## config.mk

```make
export PLATFORM = sky130hd
export DESIGN_NAME = freq_bcd_conv
export DESIGN_NICKNAME = d
export VERILOG_FILES = /design/src/rtl/freq_bcd_conv.sv
export SDC_FILE = /design/constraint.sdc
export NUM_CORES = 1
export LEC_CHECK = 0
export CAP_MARGIN = 10
export CORE_AREA = 5 5 103 105
export CTS_CLUSTER_DIAMETER = 80
export DETAILED_ROUTE_END_ITERATION = 10
export DIE_AREA = 0 0 108 110
export PLACE_DENSITY = 0.61
export SYNTH_ARGS = -nofsm -noshare
export SYNTH_HDL_FRONTEND = slang
export SYNTH_SLANG_ARGS = --single-unit
```

## constraint.sdc

```tcl
create_clock -name i_clk -period 2.33 [get_ports i_clk]
set_clock_uncertainty 0.1 [all_clocks]
set_input_delay 0.3495 -clock i_clk [delete_from_list [all_inputs] [get_ports i_clk]]
set_output_delay 0.3495 -clock i_clk [all_outputs]
set_load 0.02 [all_outputs]
```

## src/rtl/freq_bcd_conv.sv

```systemverilog
// Sequential double-dabble binary-to-BCD converter, one bit per clock.
// Presents registered packed BCD, a leading-zero blanking mask and a completion strobe.
module freq_bcd_conv #(
    parameter int BIN_W  = 16,
    parameter int DIGITS = 5
) (
    input  logic                  i_clk,
    input  logic                  i_rst_n,
    input  logic [BIN_W-1:0]      i_bin_in,
    input  logic                  i_bin_valid,
    output logic [4*DIGITS-1:0]   o_bcd,
    output logic [DIGITS-1:0]     o_blank,
    output logic                  o_bcd_valid,
    output logic                  o_busy
);

    localparam int BCD_W = 4 * DIGITS;
    localparam int WRK_W = BCD_W + BIN_W;
    localparam int CNT_W = $clog2(BIN_W + 1);
    localparam logic [CNT_W-1:0]  CNT_LAST  = CNT_W'(BIN_W - 1);
    localparam logic [CNT_W-1:0]  CNT_ONE   = CNT_W'(1);
    localparam logic [DIGITS-1:0] BLANK_RST = {{(DIGITS-1){1'b1}}, 1'b0};

    typedef enum logic [1:0] {
        S_IDLE  = 2'd0,
        S_SHIFT = 2'd1,
        S_DONE  = 2'd2
    } state_t;

    // Add 3 to every digit that is 5 or more; digits are independent, no carry between them.
    function automatic logic [BCD_W-1:0] add3_digits(input logic [BCD_W-1:0] v);
        logic [BCD_W-1:0] r;
        r = v;
        for (int i = 0; i < DIGITS; i++) begin
            if (v[4*i +: 4] >= 4'd5) begin
                r[4*i +: 4] = v[4*i +: 4] + 4'd3;
            end else begin
                r[4*i +: 4] = v[4*i +: 4];
            end
        end
        return r;
    endfunction

    // Digit i is blanked when it and every digit above it are zero; the units digit always shows.
    function automatic logic [DIGITS-1:0] blank_mask(input logic [BCD_W-1:0] v);
        logic [DIGITS-1:0] m;
        logic              zero_above;
        zero_above = 1'b1;
        for (int i = DIGITS - 1; i >= 0; i--) begin
            zero_above = zero_above && (v[4*i +: 4] == 4'd0);
            m[i]       = zero_above;
        end
        m[0] = 1'b0;
        return m;
    endfunction

    state_t              r_state;
    logic [WRK_W-1:0]    r_work;      // {bcd scratch, binary shift register}
    logic [CNT_W-1:0]    r_cnt;
    logic [BIN_W-1:0]    r_pend;
    logic                r_pend_vld;
    logic [BCD_W-1:0]    r_bcd;
    logic [DIGITS-1:0]   r_blank;
    logic                r_bcd_valid;
    logic [BCD_W-1:0]    w_adj;
    logic [BCD_W-1:0]    w_scratch;

    assign w_scratch = r_work[WRK_W-1:BIN_W];
    assign w_adj     = add3_digits(w_scratch);

    // Conversion FSM with one-deep newest-wins pending buffer and registered results.
    always_ff @(posedge i_clk or negedge i_rst_n) begin
        if (!i_rst_n) begin
            r_state     <= S_IDLE;
            r_work      <= '0;
            r_cnt       <= '0;
            r_pend      <= '0;
            r_pend_vld  <= 1'b0;
            r_bcd       <= '0;
            r_blank     <= BLANK_RST;
            r_bcd_valid <= 1'b0;
        end else begin
            r_bcd_valid <= 1'b0;
            case (r_state)
                S_IDLE: begin
                    if (i_bin_valid) begin
                        r_work  <= {{BCD_W{1'b0}}, i_bin_in};
                        r_cnt   <= '0;
                        r_state <= S_SHIFT;
                    end else begin
                        r_state <= S_IDLE;
                    end
                end
                S_SHIFT: begin
                    r_work <= {w_adj, r_work[BIN_W-1:0]} << 1;
                    r_cnt  <= r_cnt + CNT_ONE;
                    if (r_cnt == CNT_LAST) begin
                        r_state <= S_DONE;
                    end else begin
                        r_state <= S_SHIFT;
                    end
                    if (i_bin_valid) begin
                        r_pend     <= i_bin_in;
                        r_pend_vld <= 1'b1;
                    end else begin
                        r_pend_vld <= r_pend_vld;
                    end
                end
                S_DONE: begin
                    r_bcd       <= w_scratch;
                    r_blank     <= blank_mask(w_scratch);
                    r_bcd_valid <= 1'b1;
                    // A live strobe beats the buffered sample, and discards it.
                    if (i_bin_valid) begin
                        r_work     <= {{BCD_W{1'b0}}, i_bin_in};
                        r_cnt      <= '0;
                        r_pend_vld <= 1'b0;
                        r_state    <= S_SHIFT;
                    end else if (r_pend_vld) begin
                        r_work     <= {{BCD_W{1'b0}}, r_pend};
                        r_cnt      <= '0;
                        r_pend_vld <= 1'b0;
                        r_state    <= S_SHIFT;
                    end else begin
                        r_state    <= S_IDLE;
                    end
                end
                default: begin
                    r_state <= S_IDLE;
                end
            endcase
        end
    end

    assign o_bcd       = r_bcd;
    assign o_blank     = r_blank;
    assign o_bcd_valid = r_bcd_valid;
    assign o_busy      = (r_state != S_IDLE);

endmodule

```

Word level (Yosys, flattened, before mapping)
Index checks and enable logic that the tools add are counted.
{ "op_classes": {"n_lt_le_gt_ge": 5, "muxes": 21, "n_reduce_logical": 14, "add_sub_neg": 6, "eq_ne": 6} }
{ "ops": {"columns": ["cell", "n"], "rows": [
  ["2-to-1 mux 36 bit", 3],
  ["case mux 36 bit (3 select lines)", 1],
  ["greater-or-equal comparator 4 x 3 -> 1 bit, second input constant", 5],
  ["adder 4 x 2 -> 4 bit, second input constant", 4],
  ["zero test 4 bit", 4],
  ["2-to-1 mux 4 bit", 4],
  ["2-to-1 mux 5 bit", 3],
  ["case mux 5 bit (3 select lines)", 1],
  ["case mux 2 bit (3 select lines)", 1],
  ["adder 5 x 1 -> 5 bit, second input constant", 1],
  ["== test 5 x 4 -> 1 bit, second input constant", 1],
  ["2-to-1 mux 1 bit", 5],
  ["!= test 2 bit, second input constant", 2],
  ["AND reduction 2 bit", 2],
  ["nonzero test 2 bit", 2],
  ["adder 3 x 2 -> 3 bit, second input constant", 1],
  ["logical AND 1 bit", 3],
  ["2-to-1 mux 3 bit", 1],
  ["!= test 3 bit, second input constant", 1],
  ["AND reduction 3 bit", 1],
  ["nonzero test 3 bit", 1],
  ["== test 2 x 1 -> 1 bit, second input constant", 1],
  ["== test 2 bit, second input constant", 1],
  ["zero test 2 bit", 1],
  ["2 further kinds", 2]
]} }
{ "word_totals": {"register_bits": 85, "output_inout_bits": 27} }

Logic depth before layout (Yosys ltp)
Gate-level depths: netlist of run 1.
{ "logic_depth": {"depth_word": 4, "ltp_mapped": 8, "mapped_depth_nobuf": 6} }

Worst setup path before layout of run 1
OpenSTA, ideal clock, no wires.
{ "synth_path": {"path_type": "flip-flop to flip-flop", "start": "register r_state[0]", "end": "register r_work[0]", "path_slack_ns": 0.584, "setup_time_ns": 0.126, "period_less_slack_ns": 1.746, "t_arrival_ns": 1.520, "required_ns": 2.104, "path_stages_with_launch": 8, "path_cell_list": "dfrtp_1 -> inv_1 -> ha_1 -> nor3b_2 -> a211o_4 -> buf_6 -> a221oi_1 -> nor2_1"} }
{ "synth_between": {"elab_chain_len": 3, "word_cells_on_any_way": 8} }
{ "synth_lines": {"columns": ["item", "line", "source"], "rows": [
  ["start, declared", "57", "state_t r_state;"],
  ["start signal, assigned", "74", "r_state <= S_IDLE;"],
  ["start signal, assigned", "89", "r_state <= S_SHIFT;"],
  ["start signal, assigned", "91", "r_state <= S_IDLE;"],
  ["== test 2 bit, or another cell as far along", "84", "case (r_state)"],
  ["!= test 3 bit (no line), or another cell as far along", null, null],
  ["AND reduction 3 bit (no line)", null, null],
  ["end signal, assigned", "87", "r_work <= {{BCD_W{1'b0}}, i_bin_in};"],
  ["end signal, assigned", "95", "r_work <= {w_adj, r_work[BIN_W-1:0]} << 1;"],
  ["end signal, assigned", "115", "r_work <= {{BCD_W{1'b0}}, i_bin_in};"],
  ["end, declared", "58", "logic [WRK_W-1:0] r_work;"]
]} }
Several ways; a longest one is shown, not always the timed one.
A chain may end at the register's enable or synchronous reset.

Worst setup path in the final report of run 1
{ "layout_path": {"start": "register r_state[0]", "end": "output o_busy"} }
{ "layout_between": {"elab_chain_len": 1} }
{ "layout_lines": {"columns": ["item", "line", "source"], "rows": [
  ["nonzero test 2 bit", "138", "assign o_busy = (r_state != S_IDLE);"],
  ["end, declared", "14", "output logic o_busy"]
]} }
No other way between the ends.

==> results.txt, run 1 <==
- Worst Path Required: around 1.9 ns
* First element of the critical path: r_state[0]
- In this run the tool buffered the top-level ports with 44 buffer cells.
- In this run the clock root is driven by a clkbuf_8.
- Starting Density: 43.8%
* Achievable clock frequency: 443 MHz
- In the synthesized netlist the dominant register cell turns out to be dfrtp_1.
* Number of distinct standard cells referenced by the synthesized netlist: 43
- Post-Place Setup Slack: approximately 0.16 ns
- CTS tree: done
- Final RePlAce weighted congestion: ~0.8
- In the final timing run, aggregate negative setup slack is 0 ns.
* Ant. Diodes: 0
* Share of flip-flops with an asynchronous set or reset: 100%
- 46 I/O pins were placed.
- The die covers roughly 12000 sq um.
- Gates resized during post-CTS repair numbered 0.
* Max Buffers Root-to-Sink: 2
* Floorplan Core Area: ~9500 sq um
- In the final design database the tool counted 450 nets.
* Placement Rows: 36
- ANT nets after route: 0
- R2R Path Start: r_state[0]
* Overall die width: 108 um
- Counting every net in the synthesized netlist gives 403.
* XOR/XNOR share of the synthesized area: less than 1%
- The biggest area contributor in the post-synthesis netlist is dfrtp_1.
- Setup CP Type: flip-flop to output port
- Synthesis produced 364 cells.
* Share of cells above drive strength 1: a little under a fifth
- Average routed wire per standard cell: approximately 16 um
- Global routing used 16.2% of the available tracks across all layers.
- For this run, design rule violations remaining after detail routing come to 0.
- Cell Area, Placed: 4780 sq um
* Vert. Die Dim: about 110 um
- Clock input transition at the sequential cells of the worst setup and hold paths: approximately 0.090 ns
- Fraction of the mapped netlist area in simple logic gates: between 8 and 9%
* Insertion delay of the later-clocked pin in the worst-skew pair: 0.35 ns
* Status: finished, final reports clean
- Cell area after layout: just under 5000 sq um
- For this block, the initial DRC count from the detailed router was just over 200.
- Setup repair after global routing missed its margin: no
- The number of clock buffers added by TritonCTS is 9.
- Setup violations, final: 0
* Vias in the first global route: 2910
* Worst Reg2Reg Path Length in Cells: 6
* Arrival time of the worst setup path: ~1.8 ns
- Top area cells in the synthesized netlist: dfrtp_1 48%, mux2_2 9.7%, ha_1 6.0%
* Via count: just under 3000
- Number of clock sinks: 85
- Entering global routing, the biggest net connects 36 pins.
* Antenna violations before repair: 0
- In this run the worst path has a maximum fanout of 4.
- Areal power density over the cells: just under 900 nW/um^2
- Detailed Routing Iterations Pass 1: 5
* Final wirelength: about 9 mm
- Sequential cells were found to cover about 51% of the synthesized design area.
* Gr ovfl total: 0
- The tightest min-delay check is of the primary input to asynchronous set/reset pin type.
- Of the post-synthesis cell area, the dominant cell type holds approximately half.
- The H-tree was split into 3 levels.
- Part of the cycle the worst path needs: 96.9%
- Element type at the critical path start: flip-flop
* Max Slew Vio Count: 0
* Final hold violations: 0
* Worst supply voltage drop on vdd: 0.449 mV
- Post-synthesis area per instance: between 10 and 15 sq um
- In the post-route analysis, the smallest setup slack over all paths is slightly above 0.07 ns.
- Summed over all cells, the static leakage comes to roughly 2.2 nW.
- The synthesized design contains 85 register bits.
* Time the worst path needs with I/O delays and setup: 2.26 ns
- In this run the cell area of the synthesized design comes to 4180 sq um.
- Compound-cell area share of the yosys netlist: 18.5%
- Relative to the synthesized area, the layout overhead comes to 18.4%.
* Synthesis Warnings: 0
- Count of flip-flops with a built-in enable after synthesis: 0
* Reported max-cap violation count: 0
- Detailed placement finished with a half-perimeter wire length of roughly 6 mm.
- Measured against the total synthesized area, the mux share comes to roughly 11%.
* Sort of element at the end of the critical path: output port
- Using the TritonRoute via totals, the vias-per-cell ratio works out to between 5 and 6.
* Dominant combinational cell family by area after synthesis: compound AO/OA/AOI/OAI gates
* Overall power of the completed layout: between 4 and 5 mW
* Adder-cell share of the synthesized area: between 5 and 6%
* Global-route wire length before repair: 15.0 mm
## what timing repair did
| item | CTS | global route |
|---|---|---|
| buffers inserted | 0 | 0 |
| endpoints found under the hold margin | 26 | 0 |
| hold buffers | 1 | 0 |
| setup endpoints to repair | 0 | 0 |
## synth_stat cells, drive strengths merged (6+ instances only)
cell type,instances
a21oi,11
a222oi,14
a22o,20
buf,16
dfrtp,81
ha,20
inv,22
mux2,36
mux2i,6
nand2,34
nand2b,6
nor2,10
o21ai,29
o22ai,12
## worst max-delay path, stage by stage (launching register included)
cell and delay, ns:
dfrtp_1 0.42, inv_1 0.08, ha_1 0.28, inv_1 0.08, clkdlybuf4s50_1 0.60
## through the flow
| step | hold WS (ns) | instances | utilization, % |
|---|---|---|---|
| after floorplan | -0.0461 | 364 | - |
| after global placement | 0.223 | 532 | 50.0 |
| after detailed placement | 0.226 | 532 | 50.0 |
| after CTS | 0.371 | 549 | 51.8 |
| after global routing | 0.397 | 549 | 51.8 |
| final | 0.376 | 549 | 51.8 |
## where the power goes
group,switching (mW),leakage [nW],internal [mW]
logic,0.702,1.07,0.749
clock network,0.511,0.0844,0.416
registers,0.211,1.06,1.78
## layout make-up
type                    instances  area [sq um]
fillers                       887          4600
flip-flops and latches         85          2130
multi-input cells             237          1850
repair buffers                 56           556
well taps                     133           166
clock buffers                  14           153
inverters                      22          82.6
clock inverters                 2          10.0
## flip-flops by register name, indices dropped and copies added, names as in the netlist
| register | count |
|---|---|
| r_work | 36 |
| o_bcd | 20 |
| r_pend | 16 |
| r_cnt | 5 |
| o_blank | 4 |
| r_state | 2 |
| o_bcd_valid | 1 |
| r_pend_vld | 1 |
## cell usage in the layout (no fill, tap or decap), types with 2 or more instances in the layout
cell type	instances
a222oi_1	14
nand2_1	33
nor3b_1	4
buf_4	10
inv_1	20
nor2_1	8
o21ai_0	26
o22ai_1	12
nor2_4	2
dfrtp_1	81
o31ai_1	5
clkbuf_1	4
or3_1	2
nand3_1	5
a21o_1	4
a32o_1	5
nand2b_1	6
a22o_1	20
buf_12	2
inv_2	2
a21oi_1	11
dfstp_2	4
mux2_2	36
clkinv_2	2
ha_1	19
mux2i_1	6
clkbuf_8	10
o21ai_1	3
clkdlybuf4s50_1	43
## kinds of logic (layout without fill, tap and decap cells)
group,count (synthesis),after routing
compound gates,106,106
xor+xnor,1,1
fa+ha+maj,20,20
buf+inv,42,94
flops,85,85
mux,42,42
other cells,1,1
simple gates,67,67
## per-layer routing
layer | global-route usage (%) | routed length, um | vias to the layer above
li1 | - | - | 1435
met1 | 22.6 | 4240 | 1461
met2 | 24.8 | 4130 | 60
met3 | 3.67 | 327 | 7
met4 | 5.68 | 85 | 0
met5 | 0 | 0 | -
## final timing paths
check,slack (ns),to
worst max-delay path,0.07,o_busy
min in group i_clk,0.38,o_blank[1]
worst min register to register,0.38,o_blank[1]
max in group asynchronous,1.12,o_bcd[19]
worst max register to register,0.33,r_work[10]
worst min-delay path,0.38,r_pend[7]
(Power assumes the default switching activity.)
==> inputs of run 2 (changes only) <==
--- a/config.mk
+++ b/config.mk
@@ -5,11 +5,12 @@
 export SDC_FILE = /design/constraint.sdc
 export NUM_CORES = 1
 export LEC_CHECK = 0
+export ABC_AREA = 1
 export CAP_MARGIN = 10
-export CORE_AREA = 5 5 103 105
+export CORE_AREA = 5 5 106 108
 export CTS_CLUSTER_DIAMETER = 80
 export DETAILED_ROUTE_END_ITERATION = 10
-export DIE_AREA = 0 0 108 110
+export DIE_AREA = 0 0 111 113
 export PLACE_DENSITY = 0.61
 export SYNTH_ARGS = -nofsm -noshare
 export SYNTH_HDL_FRONTEND = slang
==> constraint.sdc (replaced) <==
create_clock -name i_clk -period 2.9 [get_ports i_clk]
set_clock_uncertainty 0.1 [all_clocks]
set_input_delay 0.435 -clock i_clk [delete_from_list [all_inputs] [get_ports i_clk]]
set_output_delay 0.435 -clock i_clk [all_outputs]
set_load 0.02 [all_outputs]
==> run 2 against run 1 <==
Worst setup slack improved by 0.53 ns. Largest power group is now combinational cells. The run now ends with negative hold slack left. Sequential share of layout area shrank 1.9 points. Clock-buffer cell count fell by 2. Largest cell class unchanged. Core utilization is 0.70 points lower. Critical path depth did not move. Routed wire length up 8.0%.
==> results.txt, run 2 <==
- The run finished, with violations left.
- Failing checks: negative hold slack
* Switching power: 1.89 mW (+33%)
- The post-synthesis sequential area ratio was 47.9% (-3.1 points).
* Combinational Power Share: 42.1% (+8.9 points)
* Maximum number of pins on one net before global-route repair: 53 (+47%)
- Setup repair after global routing left no endpoint under its margin.
- The sequential share of power came to 39.8% (-5.8 points).
- Via count: 3733 (+26%)
- CTS tree: done
* Accumulated negative setup slack: 0 ns (unchanged)
- Reported max-cap violation count: 0 (unchanged)
- The final global-route overflow total was 0 (unchanged).
- The part of the power in the clock network is 18.1% (-3.1 points).
- The area after detailed placement is 4990 sq um (+4.5%).
- Area share of the largest cell type after synthesis: 45.5% (-3.0 points)
* Least-Margin Pin Slew: around 0.66 ns
- The flop and latch count out of synthesis is 85 (unchanged).
* Footprint of the flip-flops and latches: 2130 sq um (unchanged)
- Post-synthesis instance area: 4450 sq um (+6.5%)
* Achievable clock frequency: ~440 MHz
- DRC violation total after the first TritonRoute iteration: 176 (-15%)
* Max FFs per register: 36 (unchanged)
* Count of flip-flops with a built-in enable after synthesis: 0 (unchanged)
- The detailed placer's ending HPWL came to 6.59 mm (+12%).
- Top library cells by usage in the layout, fill and taps aside: 265 x nand2_1, 81 x dfrtp_1, 69 x nand3_1
* Number of standard cells after synthesis: 588 (+62%)
- Max Slew Vio Count: 0 (unchanged)
* Average routed wire per standard cell: 12.4 um (-23%)
- Number of distinct standard cells referenced by the synthesized netlist: 23 (-47%)
- The number of clock sinks was 85 (unchanged).
* Clock input transition at the sequential cells of the worst setup and hold paths: 0.09 ns (about the same)
* Static leakage: 2.68 nW (+21%)
- Sorting the synthesized cells by how often they occur yields 265 x nand2_1, 81 x dfrtp_1, 69 x nand3_1.
* Master cell of the clock root buffer: clkbuf_8
- Ant. Diodes: 0 (unchanged)
* Library cell with the largest summed area after synthesis: dfrtp_1
* Antenna violations before repair: 0 (unchanged)
- Global-route wire length before repair: 17.0 mm (+13%)
- The top fanout value on the critical path was 4 (unchanged).
- Counting flops per register, the top entry is r_work.
- Worst hold path class: primary input to asynchronous set/reset pin
- Filler cell count: 970 (+9.4%)
- The total power divided by cell area came to 887 nW/um^2 (+0.42%).
- The die height came to 113 um (+2.7%).
- Max Buffers Root-to-Sink: 2 (unchanged)
* Post-synthesis area per instance: 7.57 sq um (-34%)
- The starting density of the core was 43.9% (+0.13 points).
- The buffer count from post-CTS setup fixing was 0 (unchanged).
- Setup CP Type: flip-flop to output port
- Floorplan Core Area: 10100 sq um (+6.2%)
* CTS resizes: 0 (unchanged)
- The worst setup path is captured at an output port.
- The number of ports placed on the die boundary came to 46 (unchanged).
* Number of levels in the clock H-tree: 3 (unchanged)
- The total nets after synthesis is 627 (+56%).
- The total of warnings raised by yosys came to 0 (unchanged).
- Time the worst path needs with I/O delays and setup: around 2.3 ns
- Relative slew slack: 56.0%
* Vias in the first global route: 3648 (+25%)
- The antenna violation net count after detailed routing is 0 (unchanged).
- Overall die width: 111 um (+2.8%)
* Final wirelength: 9.48 mm (+8.0%)
- The fraction of layout instances using a drive strength above 1 is 5.55% (-12 points).
- Element type at the critical path start: flip-flop
- The switching power as a share of total power is 41.2% (+8.6 points).
- Die area: 12500 sq um (+5.6%)
- Routed vias/inst: 4.87 (-9.8%)
- The final count of negative-setup-slack endpoints is 0 (unchanged).
- The all-layer global routing usage came to 16.2% (+0.043 points).
- Final worst hold slack: -0.00158 ns (-0.377 ns)
- Arrival time of the worst setup path: 1.76 ns (-0.05 ns)
- The clock insertion delay at the later pin of the skew report was 0.35 ns (about the same).
- The number of buffer cells added on primary ports came to 44 (unchanged).
* Area growth from synthesis to layout: 16.4%
* Cell area after layout: 5180 sq um (+4.7%)
* Non-filler instance count after layout: 767 (+40%)
- The number of nets in the layout was 665 (+48%).
- The count of final hold-check violations is 1 (+1).
* Most frequent standard cell in the layout excluding fill and tap cells: nand2_1
* Worst Path Required: 2.37 ns (+0.49 ns)
- Detailed Routing Iterations Pass 1: 4 (-1)
- The largest voltage drop on the vdd net is 0.339 mV (-24%).
- Top area cells in the synthesized netlist: dfrtp_1 46%, nand2_1 22%, nand3_1 7.8%
* Hold Buf Count CTS: 0 (-1)
- The most used flip-flop cell after synthesis is dfrtp_1.
* Cell-internal power: 2.70 mW (-8.3%)
* DRC errors left: 0 (unchanged)
* Num CTS Buffers: 9 (unchanged)
* Area of combinational cells with multiple inputs: 2020 sq um (+9.0%)
* Placement Rows: 37 (+2.8%)
- Most frequently used cell type in the post-synthesis netlist: nand2_1
- Setup slack on the worst flop-to-flop path: 0.81 ns (+0.48 ns)
* Part of the cycle the worst path needs: between 70% and 80%
* Placed cells: 751 (+41%)
- The proportion of register bits with asynchronous set or reset after synthesis came to 100% (unchanged).
* Final RePlAce weighted congestion: 0.778 (-1.9%)
[run 2: cell types whose count changed after synthesis, moves of 14 or more]
cell,previous run,this run
a22o_1,20,0
o21ai_0,26,48
inv_1,20,39
mux2_2,36,0
a222oi_1,14,0
nand3_1,5,69
nand2_1,33,265
[run 2: power groups by stage]
stage               clock (mW)  combinational [mW]  sequential [mW]
finish                   0.834                1.94             1.83
global route             0.921                2.25             1.88
floorplan                    0                1.39             1.87
global placement             0                1.92             1.84
CTS                      0.861                1.97             1.83
detailed placement           0                1.96             1.84
[run 2: path summary, 6_finish.rpt]
path / to / startpoint / depth (start not counted)
min: o_bcd[13] / i_rst_n / 1
min reg2reg: o_blank[4] / o_blank[4] / 2
max: o_busy / r_state[0] / 4
max reg2reg: r_pend_vld / r_state[1] / 6
max in group asynchronous: r_pend[9] / i_rst_n / 2
min in group i_clk: o_blank[4] / o_blank[4] / 2
[run 2: cells by family after synthesis]
group / Yosys count / synth area share [%]
AOI/OAI and AO/OA: 53 / 6.30
and+or+nand+nor: 362 / 33.3
buffers and inverters: 67 / 6.83
other: 1 / 0.0842
adders and majority gates: 20 / 5.62
DFF: 85 / 47.9
[run 2: layer usage]
| layer | vias up | share of wire, % | track usage [%] |
|---|---|---|---|
| met2 | 75 | 47 | 27.7 |
| li1 | 1934 | - | - |
| met4 | 0 | 1.3 | 4.02 |
| met5 | - | 0 | 0 |
| met3 | 12 | 4.6 | 3.80 |
| met1 | 1712 | 47 | 20.9 |
[run 2: area by class of cell]
| cell class | instances | area share, % |
|---|---|---|
| flip-flops and latches | 85 | 41.1 |
| clock buffers | 12 | 2.80 |
| inverters | 41 | 2.97 |
| well taps | 136 | 3.28 |
| clock inverters | 4 | 0.917 |
| multi-input cells | 436 | 38.9 |
| repair buffers | 53 | 10.0 |
[run 2: stage by stage]
stage | util [%] | power, mW | setup WS (ns)
floorplan | - | 3.26 | 1.36
global placement | 49.2 | 3.76 | 0.452
detailed placement | 49.2 | 3.81 | 0.417
CTS | 51.1 | 4.66 | 0.566
global route | 51.1 | 5.05 | 0.519
finish | 51.1 | 4.60 | 0.603
[run 2: critical path, stage by stage (launching register included)]
cell	delay [ns]
dfrtp_1	0.41
inv_1	0.08
ha_1	0.26
inv_1	0.07
clkdlybuf4s50_1	0.59
==> inputs of run 3 (changes only) <==
==> constraint.sdc (replaced) <==
create_clock -name i_clk -period 2.3 [get_ports i_clk]
set_clock_uncertainty 0.1 [all_clocks]
set_input_delay 0.345 -clock i_clk [delete_from_list [all_inputs] [get_ports i_clk]]
set_output_delay 0.345 -clock i_clk [all_outputs]
set_load 0.02 [all_outputs]
==> run 3 against run 2 <==
The flow now finishes without violations. Final cell count increased by 0.65%. Sequential share of layout area decreased by 0.38 points. Clock-buffer cell count decreased by 3. Critical path depth decreased by 3. Flip-flop and latch count unchanged. Largest cell class unchanged. Largest power group unchanged.
==> results.txt, run 3 (synthesis results as in run 2) <==
- Max FFs per register: 36 (unchanged)
- ANT nets after route: 0 (unchanged)
- Timing would allow up to between 500 and 600 MHz.
- The initial DRC count is 171 (-2.8%).
- The max-slew violation count came to 0 (unchanged).
- The largest net degree at the start of global routing was 42 (-21%).
* Max Buffers Root-to-Sink: 2 (unchanged)
- The average vias per placed instance came to 4.94 (+1.5%).
* Worst hold path class: flip-flop to flip-flop
- Relative slew slack: 63.8% (+7.8 points)
- The floorplan core area was 10100 sq um (unchanged).
- First element of the critical path: o_blank[2]
- Starting Density: 43.9% (unchanged)
- Max stage delay cell, worst path: clkdlybuf4s50_1
* Overall die width: 111 um (unchanged)
- Setup violations, final: 0 (unchanged)
- The all-layer global routing usage came to 16.9% (+0.70 points).
- Sort of element at the end of the critical path: output port
- Capture instance of the worst register-to-register path: r_work[16]
- The worst register-to-register path begins at r_state[0].
- DRC errors left: 0 (unchanged)
* Number of clock sinks: 85 (unchanged)
- The number of nets in the layout was 670 (+0.75%).
* Share of cells above drive strength 1: 6.45% (+0.90 points)
- Least-Margin Pin Slew: 0.542 ns (-0.118 ns)
- The endpoint required time on the critical path was 1.86 ns (-0.51 ns).
- The critical path data arrival time came to 1.48 ns (-0.28 ns).
* Accumulated negative setup slack: 0 ns (unchanged)
* Detailed Routing Iterations Pass 1: 4 (unchanged)
- Element type at the critical path start: flip-flop
- The library cell used most frequently in the layout, excluding fill and tap cells, is nand2_1.
- The worst setup path is of the flip-flop to output port kind.
- The number of antenna cells inserted came to 0 (unchanged).
- Final standard cell utilization of the core: 51.6% (+0.48 points)
* Part of the cycle the worst path needs: a little over four fifths
* Worst Reg2Reg Path Length in Cells: 8 (+2)
* Vias in the first global route: 3780 (+3.6%)
* Final wirelength: 9.82 mm (+3.6%)
- Time the worst path needs with I/O delays and setup: a little under 2 ns
* Final hold violations: 0 (-1)
- The number of buffer and inverter stages on the critical path came to 1 (-2).
- Reported max-cap violation count: 0 (unchanged)
- Cell-by-cell trace of the critical path: clkdlybuf4s50_1
* Global-route wire length before repair: 17.7 mm (+4.4%)
- Worst setup path end: o_blank[2]
* Number of buffers added on ports: 44 (unchanged)
- Setup repair after global routing left no endpoint under its margin.
- Area growth from synthesis to layout: 17.5%
- The standby leakage power was 2.70 nW (+0.84%).
* Placement Rows: 37 (unchanged)
- Maximum net fanout on the critical path: 2 (-2)
- Worst supply voltage drop on vdd: 0.624 mV (+84%)
* Clock input transition at the sequential cells of the worst setup and hold paths: 0.09 ns (about the same)
- The reg2reg setup slack came to 0.53 ns (-0.28 ns).
- The number of ports placed on the die boundary came to 46 (unchanged).
- Counting flops per register, the top entry is r_work.
- Master cell of the clock root buffer: clkbuf_8
- The final weighted congestion in routability-driven placement was 0.765 (-1.7%).
* Average routed wire per standard cell: 12.7 um (+2.9%)
- Insertion delay of the later-clocked pin in the worst-skew pair: 0.35 ns (about the same)
- Detailed Place HPWL: 6.77 mm (+2.7%)
- Areal power density over the cells: 1120 nW/um^2 (+26%)
- The final global-route overflow total was 0 (unchanged).
- The library cells used most frequently in the layout, excluding fill and tap cells, are 265 x nand2_1, 81 x dfrtp_1, 69 x nand3_1.
* Vert. Die Dim: 113 um (unchanged)
* CTS tree: done
- Number of levels in the clock H-tree: 3 (unchanged)
- Num CTS Buffers: 9 (unchanged)
* Via count: 3813 (+2.1%)
- The largest incremental delay on the critical path came to 0.60 ns (about the same).
- Gate family responsible for the most delay along the worst path: buffers and inverters
- Setup fix buffers added after clock tree synthesis: 0 (unchanged)
- The overall die area came to 12500 sq um (unchanged).
- The run finished with clean final reports.
- Number of cells on the critical path: 1 (-3)
* Antenna violations before repair: 0 (unchanged)
[run 3: cell types whose count changed in the layout (fill, tap and decap cells not counted)]
cell / previous run / this run
clkinv_2: 2 / 1
clkinv_4: 0 / 1
inv_6: 0 / 1
clkdlybuf4s50_1: 43 / 42
clkbuf_8: 10 / 9
clkbuf_1: 2 / 0
buf_4: 9 / 13
clkinvlp_4: 1 / 3
dlygate4sd3_1: 0 / 1
dlymetal6s2s_1: 0 / 1
[run 3: worst min-delay path by stage]
| stage | start | endpoint | slack (ns) | cells after the start |
|---|---|---|---|---|
| 4_1_cts | o_blank[2] | o_blank[2] | 0.38 | 2 |
| 5_1_grt | o_blank[4] | o_blank[4] | 0.40 | 2 |
| 6_report | o_blank[2] | o_blank[2] | 0.38 | 2 |
| 3_5_place_dp | i_rst_n | o_bcd[12] | 0.25 | 1 |
| 3_3_place_gp | i_rst_n | o_bcd[13] | 0.26 | 1 |
| 2_1_floorplan | i_rst_n | o_bcd[0] | -0.05 | 0 |
[run 3: metal layers]
layer  GRT usage (%)  routed length [um]  up-vias
li1                -                   -     1940
met1            21.1                4520     1774
met2            29.5                4700       89
met3            3.42                 496       10
met4            5.50                  97        0
met5               0                   0        -
[run 3: timing repair]
item	CTS	global route
hold buffers	1	0
setup endpoints to repair	0	1
gates resized for setup	0	1
endpoints found under the hold margin	36	0
[run 3: final cells by class]
class,instances,area (sq um)
Clock inverter,7,75.1
Sequential cell,85,2130
Multi-Input combinational cell,436,2020
Tap cell,136,170
Fill cell,1010,4910
Timing Repair Buffer,58,561
Inverter,41,154
Clock buffer,9,124
[run 3: metrics by stage]
stage | setup WS [ns] | area [sq um] | power [mW] | instances | hold WS (ns)
floorplan | 0.756 | 4450 | 4.11 | 588 | -0.0506
global placement | 0.253 | 5020 | 4.77 | 755 | 0.260
detailed placement | 0.231 | 5020 | 4.85 | 755 | 0.254
CTS | 0.0294 | 5230 | 5.93 | 772 | 0.379
global route | 0.311 | 5230 | 6.42 | 772 | 0.403
finish | 0.372 | 5230 | 5.85 | 772 | 0.376
[run 3: where the power goes]
group / internal, mW / switching [mW] / leakage (nW) / total [mW]
Combinational: 0.918 / 1.57 / 1.53 / 2.49
Clock: 0.505 / 0.557 / 0.0918 / 1.06
Sequential: 1.98 / 0.315 / 1.07 / 2.30
